[src/rtl/fetch_queue_pkg.sv]
// +--------------------------------------------------------------------------+
// | fetch_queue_pkg: shared types and widths for the fetch queue.            |
// | Revision: 1.0                                                            |
// +--------------------------------------------------------------------------+
`default_nettype none

package fetch_queue_pkg;

  localparam int WORD      = 32;
  localparam int HALF_WORD = 16;

  typedef enum logic {
    NO_STALL       = 1'b0,
    STALL_PIPELINE = 1'b1
  } stall_pipeline_sig;

  typedef struct packed {
    logic [HALF_WORD-1:0] instr;
    logic [WORD-1:0]      pc;
  } fetch_entry_t;

endpackage

`default_nettype wire

[src/rtl/fetch_queue_sync_fifo.sv]
// +--------------------------------------------------------------------------+
// | sync_fifo: single-clock FIFO with flush and occupancy count.             |
// | Revision: 1.0                                                            |
// +--------------------------------------------------------------------------+
`default_nettype none

module sync_fifo
  import fetch_queue_pkg::*;
#(
  parameter int  DEPTH   = 4,
  parameter type entry_t = fetch_entry_t
) (
  input  logic                   clk_i,
  input  logic                   reset_i,
  input  logic                   push_i,
  input  entry_t                 data_i,
  input  logic                   pop_i,
  input  logic                   flush_i,
  output entry_t                 head_o,
  output logic [$clog2(DEPTH):0] count_o
);

  localparam int PTR_W = $clog2(DEPTH);
  localparam int CNT_W = PTR_W + 1;

  entry_t           mem_q [DEPTH];
  entry_t           mem_d [DEPTH];
  logic [PTR_W-1:0] wr_ptr_q, wr_ptr_d;
  logic [PTR_W-1:0] rd_ptr_q, rd_ptr_d;
  logic [CNT_W-1:0] count_q, count_d;
  logic             do_push;
  logic             do_pop;

  always_comb begin
    mem_d    = mem_q;
    wr_ptr_d = wr_ptr_q;
    rd_ptr_d = rd_ptr_q;
    count_d  = count_q;
    do_push  = push_i && !flush_i;
    do_pop   = pop_i && !flush_i && (count_q != '0);
    if (flush_i) begin
      wr_ptr_d = '0;
      rd_ptr_d = '0;
      count_d  = '0;
    end else begin
      if (do_push) begin
        mem_d[wr_ptr_q] = data_i;
        wr_ptr_d        = wr_ptr_q + PTR_W'(1);
      end
      if (do_pop) begin
        rd_ptr_d = rd_ptr_q + PTR_W'(1);
      end
      count_d = count_q + CNT_W'(do_push) - CNT_W'(do_pop);
    end
  end

  always_ff @(posedge clk_i) begin
    if (reset_i) begin
      for (int i = 0; i < DEPTH; i++) begin
        mem_q[i] <= '0;
      end
      wr_ptr_q <= '0;
      rd_ptr_q <= '0;
      count_q  <= '0;
    end else begin
      mem_q    <= mem_d;
      wr_ptr_q <= wr_ptr_d;
      rd_ptr_q <= rd_ptr_d;
      count_q  <= count_d;
    end
  end

  // Upstream stall guarantees space, so a push while full is a design error.
  always_ff @(posedge clk_i) begin
    if (!reset_i && do_push) begin
      assert (count_q != CNT_W'(DEPTH));
    end
  end

  assign head_o  = mem_q[rd_ptr_q];
  assign count_o = count_q;

endmodule

`default_nettype wire

[src/rtl/fetch_queue.sv]
// +--------------------------------------------------------------------------+
// | fetch_queue: PC request tracking, stall generation and decode FIFO.      |
// | FETCH_QUEUE_BYPASS_EN: forward a response straight to decode when empty. |
// | Revision: 1.0                                                            |
// +--------------------------------------------------------------------------+
`default_nettype none

module fetch_queue
  import fetch_queue_pkg::*;
#(
  parameter int DEPTH = 4
) (
  input  logic                 clk_i,
  input  logic                 reset_i,
  input  logic                 pc_valid_i,
  input  logic [WORD-1:0]      pc_i,
  output logic [WORD-1:0]      imem_addr_o,
  input  logic [HALF_WORD-1:0] imem_rdata_i,
  output stall_pipeline_sig    stall_pipeline_o,
  input  logic                 flush_i,
  output logic                 instr_valid_o,
  output logic [HALF_WORD-1:0] instr_o,
  output logic [WORD-1:0]      instr_pc_o,
  input  logic                 decode_ready_i
);

  localparam int CNT_W = $clog2(DEPTH) + 1;
  localparam int SUM_W = CNT_W + 1;

  logic [WORD-1:0]  tag_q, tag_d;
  logic             inflight_q, inflight_d;
  logic [CNT_W-1:0] fifo_count;
  logic [SUM_W-1:0] outstanding;
  fetch_entry_t     fifo_head;
  fetch_entry_t     rsp_entry;
  logic             fifo_empty;
  logic             fifo_push;
  logic             fifo_pop;
  logic             req_accept;
  logic             rsp_valid;

  assign imem_addr_o = pc_i;

  always_ff @(posedge clk_i) begin
    if (reset_i) begin
      tag_q      <= '0;
      inflight_q <= 1'b0;
    end else begin
      tag_q      <= tag_d;
      inflight_q <= inflight_d;
    end
  end

  // Only registered state feeds the stall so it never depends on decode.
  always_comb begin
    outstanding      = SUM_W'(fifo_count) + SUM_W'(inflight_q);
    stall_pipeline_o = (outstanding >= SUM_W'(DEPTH)) ? STALL_PIPELINE : NO_STALL;
  end

  always_comb begin
    req_accept = pc_valid_i && (stall_pipeline_o != STALL_PIPELINE) && !flush_i;
    rsp_valid  = inflight_q && !flush_i;
    tag_d      = req_accept ? pc_i : tag_q;
    inflight_d = req_accept;
    rsp_entry  = '{instr: imem_rdata_i, pc: tag_q};
  end

  always_comb begin
    fifo_empty    = (fifo_count == '0);
    instr_valid_o = !fifo_empty;
    instr_o       = fifo_head.instr;
    instr_pc_o    = fifo_head.pc;
    fifo_push     = rsp_valid;
    fifo_pop      = !fifo_empty && decode_ready_i;
`ifdef FETCH_QUEUE_BYPASS_EN
    if (fifo_empty && rsp_valid) begin
      instr_valid_o = 1'b1;
      instr_o       = imem_rdata_i;
      instr_pc_o    = tag_q;
      fifo_push     = !decode_ready_i;
      fifo_pop      = 1'b0;
    end
`endif
  end

  sync_fifo #(
    .DEPTH   (DEPTH),
    .entry_t (fetch_entry_t)
  ) u_fifo (
    .clk_i   (clk_i),
    .reset_i (reset_i),
    .push_i  (fifo_push),
    .data_i  (rsp_entry),
    .pop_i   (fifo_pop),
    .flush_i (flush_i),
    .head_o  (fifo_head),
    .count_o (fifo_count)
  );

endmodule

`default_nettype wire

[config.mk]
export PLATFORM = sky130hd
export DESIGN_NAME = fetch_queue
export DESIGN_NICKNAME = d
export VERILOG_FILES = /design/src/rtl/fetch_queue_pkg.sv /design/src/rtl/fetch_queue_sync_fifo.sv /design/src/rtl/fetch_queue.sv
export SDC_FILE = /design/constraint.sdc
export NUM_CORES = 1
export LEC_CHECK = 0
export ABC_AREA = 1
export BUFFER_PORTS_ARGS = -buffer_cell sky130_fd_sc_hd__buf_2
export CAP_MARGIN = 20
export CORE_MARGIN = 4
export CORE_UTILIZATION = 55
export DETAILED_ROUTE_END_ITERATION = 7
export PLACE_DENSITY = 0.86
export RECOVER_POWER = 100
export SLEW_MARGIN = 30
export SYNTH_ARGS = -nofsm -noshare
export SYNTH_HDL_FRONTEND = slang
export SYNTH_SLANG_ARGS = --single-unit
[constraint.sdc]
create_clock -name clk_i -period 2.58 [get_ports clk_i]
set_clock_uncertainty 0.1 [all_clocks]
set_input_delay 0.129 -clock clk_i [delete_from_list [all_inputs] [get_ports clk_i]]
set_output_delay 0.129 -clock clk_i [all_outputs]
set_load 0.02 [all_outputs]
* Word-level counts from Yosys, hierarchy flattened
Index checks and enable logic that the tools add are counted.
** Operators by class
- $add $sub $neg :: 5
- Magnitude comparators :: 4
- Mux-type cells :: 7
- Bitwise gates (word level) :: 4
- Reduce and logical (&&, ||, !) cells :: 14
** Operators by type and width (count)
- bitwise mux 192 bit :: 1
- 2-to-1 mux 48 bit :: 3
- binary-select mux 48 bit (select 2 bit) :: 1
- demux 48 bit (select 2 bit) :: 1
- logical AND 1 bit :: 8
- greater-or-equal comparator 3 bit (second input constant) :: 2
- NOT 2 -> 3 bit :: 2
- adder 2 x 1 -> 2 bit (second input constant) :: 2
- adder 3 x 1 -> 4 bit :: 1
- greater-or-equal comparator 4 x 3 -> 1 bit (second input constant) :: 1
- adder 3 x 1 -> 3 bit :: 1
- zero test 3 bit :: 1
- less-than comparator 3 x 1 -> 1 bit (second input constant) :: 1
- nonzero test 3 bit :: 1
- subtractor 3 x 1 -> 3 bit :: 1
- zero test 1 bit :: 2
- NOT 1 bit :: 2
- AND reduction 2 bit :: 1
- OR reduction 2 bit :: 1
- 2-to-1 mux 1 bit :: 1
** Storage, ports and cells
- Flip-flop bits (word level) :: 232
- Bits of input ports :: 53
- Output and inout port bits :: 82
- Logic and storage cells :: 47

* Longest topological paths before layout
Gate-level depths: netlist (run 1).
- Depth after elaboration :: 6
- Gate-level depth with buffers :: 10
- Gate-level depth less buffers :: 10

* Cells and area by module
A second synthesis (run 1) with hierarchy kept.
** Unflattened totals
- Cell total of the unflattened synthesis :: 1481
- Area, all modules :: 10247.3 µm²
** Modules (own cells, without submodules)
- sync_fifo :: instances 1, cells each 1164, area each 8289.2 µm², sequential area each 3983.8 µm²
- fetch_queue :: instances 1, cells each 317, area each 1958.1 µm², sequential area each 660.6 µm²

* Worst setup path before layout (run 1)
OpenSTA, ideal clock, no wires.
- Path type :: flip-flop to flip-flop
- Start point :: register u_fifo.count_q[1], in the netlist u_fifo.count_o[1]
- End point :: register u_fifo.count_q[2], in the netlist u_fifo.count_o[2]
- Library setup time :: 117 ps
- Data arrival time :: 1883 ps
- Data required time :: 2363 ps
- Slack :: 479 ps
- Cell stages (with the launch flop) :: 11
- Buffers on the path :: 0
- Period minus slack after synthesis :: 2101 ps
- Cell sequence :: dfxtp_1 > inv_1 > nand3_1 > nand3_1 > inv_1 > ha_1 > inv_1 > ha_1 > fa_1 > xor2_1 > nor2_1
** On the way
- Cells in the longest elaborated chain, start to end :: 6
- Elaborated cells on any way between the ends :: 8
- Classes of those cells :: 2 x add/sub; 6 x reduce/logical
** RTL lines
- start: declaration :: line fetch_queue_sync_fifo.sv:30 : logic [CNT_W-1:0] count_q, count_d;
- start signal: assignment :: line fetch_queue_sync_fifo.sv:69 : count_q <= count_d;
- zero test 3 bit :: line fetch_queue.sv:69 : fifo_empty = (fifo_count == '0);
- zero test 1 bit
- via instr_valid_o :: line fetch_queue.sv:21 : output logic instr_valid_o,
- logical AND 1 bit :: line fetch_queue.sv:74 : fifo_pop = !fifo_empty && decode_ready_i;
- logical AND 1 bit (2 in a row) :: line fetch_queue_sync_fifo.sv:40 : do_pop = pop_i && !flush_i && (count_q != '0);
- via u_fifo.do_pop :: line fetch_queue_sync_fifo.sv:32 : logic do_pop;
- subtractor 3 x 1 -> 3 bit :: line fetch_queue_sync_fifo.sv:53 : count_d = count_q + CNT_W'(do_push) - CNT_W'(do_pop);
The timed path passes the listed nets, and every way through them passes these cells.
A chain may end at the register's enable or synchronous reset.

* Worst setup path after layout (run 1)
- Start point :: register u_fifo.rd_ptr_q[1]
- End point :: output instr_pc_o[16]
** On the way
- Cells in the longest elaborated chain, start to end :: 4
** RTL lines
- start: declaration :: line fetch_queue_sync_fifo.sv:29 : logic [PTR_W-1:0] rd_ptr_q, rd_ptr_d;
- start signal: assignment :: line fetch_queue_sync_fifo.sv:68 : rd_ptr_q <= rd_ptr_d;
- NOT 2 -> 3 bit (not written as such) :: line fetch_queue_sync_fifo.sv:80 : assign head_o = mem_q[rd_ptr_q];
- binary-select mux 48 bit (select 2 bit) :: line fetch_queue_sync_fifo.sv:80
- 2-to-1 mux 48 bit (not written as such) (2 in a row) :: line fetch_queue_sync_fifo.sv:80
- end: declaration :: line fetch_queue.sv:23 : output logic [WORD-1:0] instr_pc_o,
Every way passes these cells. The select of a mux whose other input is x is not followed.

==> flow_summary.toml, run 1 <==
[cts]
cts.reportedPaths.clkPinSlew_ps = 60
cts_made_buffers = 24
cts.repair.resized = 0
clock_path_buffers = 3
postCtsHoldBufs = 53
h-tree-depth = 1
insertion_delay_ps = 520
post_cts_buffers = 0
clock_sinks = 232
tritoncts = "yes"
cts_root_buffer = "clkbuf_16"

[timing]
grt_setup_unrepaired = "no"
period_minus_slack_ps = 2406
max_freq_ghz = 0.4156
fin_crit_sh = 0.9327
tns_ps = 0
final_hold_viol_count = 0
worst_pin_slew_ps = 1155
slew_viol_final = 0
whs_ps = 274.4
slew-limit-headroom = 0.2297
setup_viol_count_final = 0

[grt]
grt_max_degree = 133
grt_pass1_wl_mm = 46.44
antenna_found_initial = 0
grt_pass1_vias = 9401
overflow = 0
grt_usage = 0.2686

[worst_hold_path]
min_to = "inflight_q"
hold_path.class = "in2reg"
holdPathStages = 6
hp-start = "pc_valid_i"

[worst_setup_path]
cp-end-kind = "primary output"
cp_top_family = "buffers and inverters"
arrival_ps = 2180
r2r_end = "u_fifo.mem_q[93]"
slowest_stage = "clkbuf_4"
start_kind = "flip-flop"
cp_max_fo = 50
required_ps = 2350
r2r_cells = 6
r2r_start = "inflight_q"
cp_cell_sequence = "clkbuf_4, o21ai_0, o22ai_1, clkbuf_1"
crit_buf_inv = 2
r2r_setup_slack_ps = 250
cp_num_cells = 4
max_stage_delay_ps = 530
path_class = "reg2out"

[drt]
num_vias = 10119
drtIter0Drc = 1299
first_pass_iters = 5
viasPerCell = 5.772
routed_wl_mm = 28.82
drcViolationCount = 0
postRouteAntennaNets = 0
routedWlPerCell_microns = 16.44

[place]
gp_congestion = 0.7893
dpl.hpwl_mm = 15.58
port_buffers = 134

[floorplanning]
ioPinCount = 135
die_x_microns = 144.6
start_util = 0.5652
core-area_sq_um = 18150
fp-row-count = 49
die_h_microns = 144.6
die_area_sq_um = 20900

[final_layout]
fillers = 1567
area_delta_synth_final_pct = 15.41
final_common_cell = "nand2_1"
n_antenna_cell = 0
nNetsFinal = 1567
final_cell_mix = "nand2_1 (262), dfxtp_1 (230), nand3_1 (197), a21oi_1 (195), nor2_1 (168)"
drive_gt1_frac = 0.08661

[synthesis]
ys_seq_area_frac = 0.4528
syn_avg_cell_area_sq_um = 7.218
ys_types = 23
netlist_area_sq_um = 10260
ys_top_cells_by_area = "dfxtp_1 (45%), nand2_1 (9.7%), nand3_1 (9.6%)"
yosys.area.top_type = "dfxtp_1"
synth-seq-cells = 232
syn_nets = 1482
synthCells = 1421
yosys_warnings = 0
synth_top_area_frac = 0.4528

[pwr]
leakage_nw = 4.402
powerDensity_nw_per_um2 = 639.2
vdd_drop_max_mv = 0.3968

[outcome]
status = "finished clean"

[job]
maxCapViolCount = 0
[metal layers]
layer	part of all wire	GRT usage	wire length (microns)	vias to the layer above
li1	-	-	-	4873
met1	0.42	0.3603	12020	4679
met2	0.48	0.4460	13860	508
met3	0.081	0.03439	2322	59
met4	0.022	0.09720	622	0
met5	0	0	0	-
[stage by stage]
step,instance area [sq um],setup WS (ps),util,instances,total power [mW]
finish,11840,173.6,0.6522,1753,7.566
global route,11840,62.66,0.6522,1753,7.808
CTS,11970,263.2,0.6597,1753,7.613
detailed placement,10650,520.2,0.5871,1656,4.189
global placement,10650,616.2,0.5871,1656,4.182
floorplan,10260,479.2,-,1421,4.062
[area by class of cell]
cell class | count | area (sq um) | share of cell area
clock buffer | 38 | 754.5 | 0.06374
clock inverter | 6 | 32.53 | 0.002748
multi-input combinational | 984 | 4542 | 0.3837
inverter | 49 | 183.9 | 0.01554
tap | 229 | 286.5 | 0.02421
timing repair buffer | 215 | 1388 | 0.1172
sequential | 232 | 4649 | 0.3928
[cells by family (layout without fill, tap and decap cells)]
| group | Yosys count | after routing | share of synthesized area |
|---|---|---|---|
| AOI/OAI and AO/OA | 342 | 342 | 0.1730 |
| DFF | 232 | 232 | 0.4528 |
| and+or+nand+nor | 633 | 633 | 0.2570 |
| adders and majority gates | 8 | 8 | 0.01049 |
| xor gates and xnor gates | 1 | 1 | 0.0008541 |
| buffers and inverters | 205 | 308 | 0.1058 |
[worst max path at each step]
stage / from / end / slack, ps
2_1_floorplan: u_fifo.count_o[1] / u_fifo.count_o[2] / 480
3_3_place_gp: u_fifo.count_o[1] / u_fifo.count_o[2] / 620
3_5_place_dp: u_fifo.count_o[1] / u_fifo.count_o[2] / 520
4_1_cts: u_fifo.rd_ptr_q[0] / instr_pc_o[16] / 260
5_1_grt: inflight_q / u_fifo.mem_q[107] / 60
6_report: u_fifo.rd_ptr_q[1] / instr_pc_o[16] / 170
[synth_stat cells]
library cell and count:
o22ai_1 48, nand2_1 264, ha_1 7, buf_1 5
nor2_4 1, nand3_1 197, clkinv_1 1, nor2_1 168
a21oi_1 195, clkbuf_1 69, buf_6 18, dfxtp_1 232
a211oi_1 1, xor2_1 1, fa_1 1, clkbuf_2 1
inv_1 48, buf_4 40, nand4_1 2, nor3_1 1
buf_2 23, o21ai_1 1, o21ai_0 97
[tightest hold or removal path, cell delays in order]
cell and delay [ps]:
buf_2 100, inv_1 40, nor2_1 80, nand4_1 120, buf_4 270, nor2_1 120
[report_power, final]
| group | switching, mW | total (mW) | internal (mW) |
|---|---|---|---|
| clock | 1.40 | 3.40 | 2.00 |
| sequential | 0.0583 | 3.69 | 3.63 |
| combinational | 0.313 | 0.476 | 0.162 |
| total | 1.77 | 7.57 | 5.79 |
[sequential cells by signal, summed over array words and instances (netlist names)]
name	flops
inflight_q	1
u_fifo.rd_ptr_q	2
u_fifo.wr_ptr_q	2
u_fifo.mem_q	192
tag_q	32
u_fifo.count_o	3
Power figures use the tool's default switching activity.
==> run 2: changes to the inputs <==
--- a/config.mk
+++ b/config.mk
@@ -9,9 +9,9 @@
 export BUFFER_PORTS_ARGS = -buffer_cell sky130_fd_sc_hd__buf_2
 export CAP_MARGIN = 20
 export CORE_MARGIN = 4
-export CORE_UTILIZATION = 55
+export CORE_UTILIZATION = 50
 export DETAILED_ROUTE_END_ITERATION = 7
-export PLACE_DENSITY = 0.86
+export PLACE_DENSITY = 0.8
 export RECOVER_POWER = 100
 export SLEW_MARGIN = 30
 export SYNTH_ARGS = -nofsm -noshare
==> flow_summary.toml, run 2 (synthesized netlist as in run 1, its figures left out) <==
[timing]
slew-limit-headroom = 0.1889
max_freq_ghz = 0.4082
grt_setup_unrepaired = "no"
slew_viol_final = 0
setup_slack_ps = 130.2
tns_ps = 0
period_minus_slack_ps = 2450
final_hold_viol_count = 0
setup_viol_count_final = 0
fin_crit_sh = 0.9495
worst_pin_slew_ps = 1217

[grt]
grt_pass1_wl_mm = 45.76
antenna_found_initial = 0
grt_max_degree = 96
grt_usage = 0.2421
grt_pass1_vias = 9219
overflow = 0

[cts]
cts.repair.resized = 0
tritoncts = "yes"
h-tree-depth = 1
cts_root_buffer = "clkbuf_16"
clock_sinks = 232
clock_path_buffers = 3
cts_made_buffers = 24
insertion_delay_ps = 500
cts.reportedPaths.clkPinSlew_ps = 60

[final_layout]
nNetsFinal = 1565
multiInputGateArea_sq_um = 4537
register_area_sq_um = 4649
final_common_cell = "nand2_1"
largest_reg_flops = 192
n_antenna_cell = 0
fillers = 1904
final_cell_mix = "nand2_1 (262), dfxtp_1 (230), nand3_1 (197), a21oi_1 (195), nor2_1 (168)"
drive_gt1_frac = 0.08240
area_delta_synth_final_pct = 14.85
top_register = "u_fifo.mem_q"

[pwr]
intPower_mw = 5.695
pwr-share-clk = 0.437
powerDensity_nw_per_um2 = 627.8
switching_share = 0.2299
p_comb_frac = 0.064
vdd_drop_max_mv = 0.4036
leakage_nw = 4.359
p_sw_mw = 1.700
pwr-share-seq = 0.499

[floorplanning]
die_h_microns = 151.2
core-area_sq_um = 20230
die_area_sq_um = 22870
fp-row-count = 52
start_util = 0.5069
die_x_microns = 151.2
ioPinCount = 135

[worst_setup_path]
r2r_start = "inflight_q"
required_ps = 2350
cp-end-kind = "primary output"
cp_top_family = "buffers and inverters"
start_kind = "flip-flop"
path_class = "reg2out"
arrival_ps = 2220
cp-startpoint = "u_fifo.rd_ptr_q[0]"
cp_max_fo = 48
cp_cell_sequence = "inv_2, buf_4, o21ai_0, o22ai_1, clkbuf_2"
max_stage_delay_ps = 460
slowest_stage = "dfxtp_4"
crit_buf_inv = 3

[drt]
first_pass_iters = 5
routedWlPerCell_microns = 16.10
postRouteAntennaNets = 0
drcViolationCount = 0
drtIter0Drc = 1148
viasPerCell = 5.590
num_vias = 9989
routed_wl_mm = 28.77

[outcome]
status = "finished clean"

[place]
place_ws_ps = 511.9
gp_congestion = 0.7857
dpl.hpwl_mm = 15.61
port_buffers = 134

[job]
maxCapViolCount = 0

[worst_hold_path]
hold_path.class = "in2reg"
hp-start = "pc_i[25]"
-- run 2: changes by cell type in the layout (fill, tap and decap cells not counted), sizes merged --
cell,change
clkinv,-4
buf,-1
clkinvlp,-1
dlygate4sd3,-1
-- run 2: final cells by class --
cell class | count | area share
Sequential cell | 232 | 0.3947
Multi-Input combinational cell | 984 | 0.3852
Timing Repair Buffer | 213 | 0.1139
Clock buffer | 38 | 0.06150
Tap cell | 270 | 0.02868
Inverter | 49 | 0.01562
Clock inverter | 1 | 0.0004249
-- run 2: worst paths after layout --
| path | to | slack (ps) | cells after the start |
|---|---|---|---|
| setup reg to reg | u_fifo.mem_q[97] | 220 | 6 |
| setup / recovery | instr_pc_o[10] | 130 | 5 |
| hold reg to reg | u_fifo.mem_q[109] | 360 | 2 |
| hold / removal | tag_q[25] | 300 | 4 |
-- run 2: worst reg2reg max path, cell delays in order (launching register included) --
cell	delay, ps
dfxtp_1	380
inv_1	130
nor2_4	210
nand2_1	590
clkbuf_4	570
nand2_1	140
a21oi_1	70
-- run 2: layer usage --
layer	up-vias	share of wire	routed length [microns]	GRT usage
met5	-	0	0	0
met4	0	0.015	421	0.06754
met3	32	0.092	2633	0.03232
met2	470	0.47	13590	0.3983
met1	4622	0.42	12120	0.3341
li1	4865	-	-	-
-- run 2: what timing repair did --
item | 4_1_cts | 5_1_grt
hold buffers | 52 | 0
setup endpoints to repair | 0 | 1
buffers inserted | 0 | 1
hold endpoints to repair | 125 | 0
-- run 2: per-stage QoR --
step           hold WS (ps)  power [mW]    util  area (sq um)  instances
6_report              295.6       7.395  0.5821         11780       1787
4_1_cts               277.6       7.463  0.5870         11880       1786
5_1_grt               307.3       7.665  0.5821         11780       1787
3_5_place_dp          270.4       4.188  0.5252         10630       1695
2_1_floorplan         163.9       4.062       -         10260       1421
3_3_place_gp          264.0       4.184  0.5252         10630       1695
-- run 2: power groups by stage --
stage | combinational, mW | clock (mW) | sequential [mW]
after floorplan | 0.315 | 0 | 3.75
after global placement | 0.418 | 0 | 3.77
after detailed placement | 0.421 | 0 | 3.77
after CTS | 0.483 | 3.29 | 3.69
after global routing | 0.523 | 3.45 | 3.69
final | 0.473 | 3.23 | 3.69
==> run 3: changes to the inputs <==
--- a/config.mk
+++ b/config.mk
@@ -5,7 +5,7 @@
 export SDC_FILE = /design/constraint.sdc
 export NUM_CORES = 1
 export LEC_CHECK = 0
-export ABC_AREA = 1
+export ABC_AREA = 0
 export BUFFER_PORTS_ARGS = -buffer_cell sky130_fd_sc_hd__buf_2
 export CAP_MARGIN = 20
 export CORE_MARGIN = 4
==> flow_summary.toml, run 3 <==
[floorplanning]
ioPinCount = 135
start_util = 0.5096
core-area_sq_um = 19460
die_h_microns = 148.8
die_area_sq_um = 22150
fp-row-count = 51
die_x_microns = 148.8

[grt]
antenna_found_initial = 0
grt_max_degree = 74
grt_pass1_wl_mm = 40.43
overflow = 0
grt_pass1_vias = 8024
grt_usage = 0.2222

[synthesis]
synthAdderAreaFrac = 0.01085
ys_seq_area_frac = 0.4683
synth_top_cells_by_count = "nand2_1 (388), dfxtp_1 (232), a21oi_1 (192), nand2b_1 (64), mux4_2 (48)"
synth_xor_area_frac = 0.003532
synth_edf_count = 0
synth-simple-area-share = 0.1992
synth_top_area_frac = 0.4683
yosys.area.top_type = "dfxtp_1"
ys_top_cells_by_area = "dfxtp_1 (47%), nand2_1 (15%), mux4_2 (11%)"
ys.flop_type = "dfxtp_1"
synthCells = 1115
synth_compound_area_frac = 0.09764
synth_top_family_by_area = "simple AND/OR/NAND/NOR gates"
netlist_area_sq_um = 9918
synth.most_common_cell = "nand2_1"
async_flop_share = 0
synth-seq-cells = 232
muxShareOfSynthArea = 0.1437
syn_avg_cell_area_sq_um = 8.895
yosys_warnings = 0
syn_nets = 1176
ys_types = 28

[cts]
post_cts_buffers = 0
cts.reportedPaths.clkPinSlew_ps = 60
h-tree-depth = 1
clock_sinks = 232
cts_root_buffer = "clkbuf_16"
tritoncts = "yes"
clock_path_buffers = 3
insertion_delay_ps = 510
cts_made_buffers = 24

[worst_hold_path]
hp-start = "pc_valid_i"
hold_path.class = "in2reg"

[timing]
slew_viol_final = 0
tns_ps = 0
setup_viol_count_final = 0
max_freq_ghz = 0.4251
worst_pin_slew_ps = 1331
final_hold_viol_count = 0
fin_crit_sh = 0.9119
grt_setup_unrepaired = "no"
slew-limit-headroom = 0.1127
period_minus_slack_ps = 2353
whs_ps = 176.7

[drt]
routedWlPerCell_microns = 16.32
drtIter0Drc = 680
first_pass_iters = 5
viasPerCell = 5.293
drcViolationCount = 0
num_vias = 8051
postRouteAntennaNets = 0
routed_wl_mm = 24.83

[worst_setup_path]
r2r_start = "inflight_q"
cp_max_fo = 25
crit_buf_inv = 2
cp_cell_sequence = "clkbuf_2, mux4_2, clkbuf_1"
arrival_ps = 2120
cp_top_family = "buffers and inverters"
cp-end-kind = "primary output"
slowest_stage = "clkbuf_2"
path_class = "reg2out"
cp-startpoint = "u_fifo.rd_ptr_q[1]"
start_kind = "flip-flop"
required_ps = 2350
max_stage_delay_ps = 640

[pwr]
powerDensity_nw_per_um2 = 658.0
vdd_drop_max_mv = 0.4411
design_power_total_mw = 7.714
leakage_nw = 3.992

[job]
maxCapViolCount = 0

[place]
port_buffers = 134
dpl.hpwl_mm = 14.58
place_area_sq_um = 10510
gp_congestion = 0.7974

[final_layout]
drive_gt1_frac = 0.1418
design_area_sq_um = 11720
nNetsFinal = 1299
area_delta_synth_final_pct = 18.20
final_common_cell = "nand2_1"
final_cell_mix = "nand2_1 (386), dfxtp_1 (230), a21oi_1 (192), clkbuf_1 (83), nand2b_1 (64)"
top_register = "u_fifo.mem_q"
largest_reg_flops = 192

[outcome]
status = "finished clean"
run 3: cell types whose count changed after synthesis, moves of 10 or more:
cell | before | now
o22ai_1 | 48 | 0
buf_6 | 18 | 8
mux4_2 | 0 | 48
mux2i_1 | 0 | 33
nand2b_1 | 0 | 64
nor2_1 | 168 | 7
nand3_1 | 197 | 0
inv_1 | 48 | 8
o21ai_0 | 97 | 0
clkbuf_1 | 69 | 39
nand2_1 | 264 | 388
run 3: repair_timing:
action                     in CTS  in global routing
hold buffers                   52                  0
hold endpoints to repair      135                  0
setup endpoints to repair       0                  0
gates resized for setup         0                  0
run 3: final timing paths:
kind                       to  slack (ps)  depth (start not counted)
min                  tag_q[2]         180                          4
max reg2reg  u_fifo.mem_q[17]         270                          6
max            instr_pc_o[14]         230                          3
min reg2reg  u_fifo.mem_q[56]         350                          2
run 3: power by group:
part	leakage (nW)	internal [mW]	switching, mW	total, mW
clock	0.415	2.26	1.39	3.65
combinational	1.70	0.175	0.227	0.402
sequential	1.87	3.62	0.0443	3.66
total	3.99	6.05	1.66	7.71
run 3: layout make-up:
cell class	instances	area [sq um]
Antenna cell	1	2.502
Clock inverter	11	161.4
Tap cell	265	331.6
Timing Repair Buffer	214	1345
Clock buffer	32	681.9
Sequential cell	232	4649
Inverter	8	30.03
Multi-Input combinational cell	758	4522
Fill cell	1655	7739
run 3: layer usage:
metal  track usage  up-vias  routed length [microns]
met5             0        -                        0
li1              -     3897                        -
met2        0.3960      269                    12560
met4       0.05995        0                      528
met3       0.03403       43                     1539
met1        0.2824     3842                    10200
run 3: worst reg2reg max path, cell delays in order, from the launching register on:
cell and delay [ps]:
dfxtp_1 420, nor2b_1 200, buf_4 170, nand2_1 540, clkbuf_2 480, nand2_1 140
a21oi_1 70
run 3: cell families (layout without fill, tap and decap cells):
group           Yosys count  count (layout)
compound gates          193             193
xor+xnor                  4               4
fa+ha+maj                 8               8
buf+inv                 125             265
flops                   232             232
mux                      82              82
other cells               0               1
simple gates            471             471
run 3: through the flow:
step	cells	util	setup WS (ps)
after floorplan	1115	-	291.5
after global placement	1425	0.5398	388.1
after detailed placement	1425	0.5398	345.1
after CTS	1520	0.6098	250.6
after global routing	1520	0.6023	124.8
final	1521	0.6024	227.3
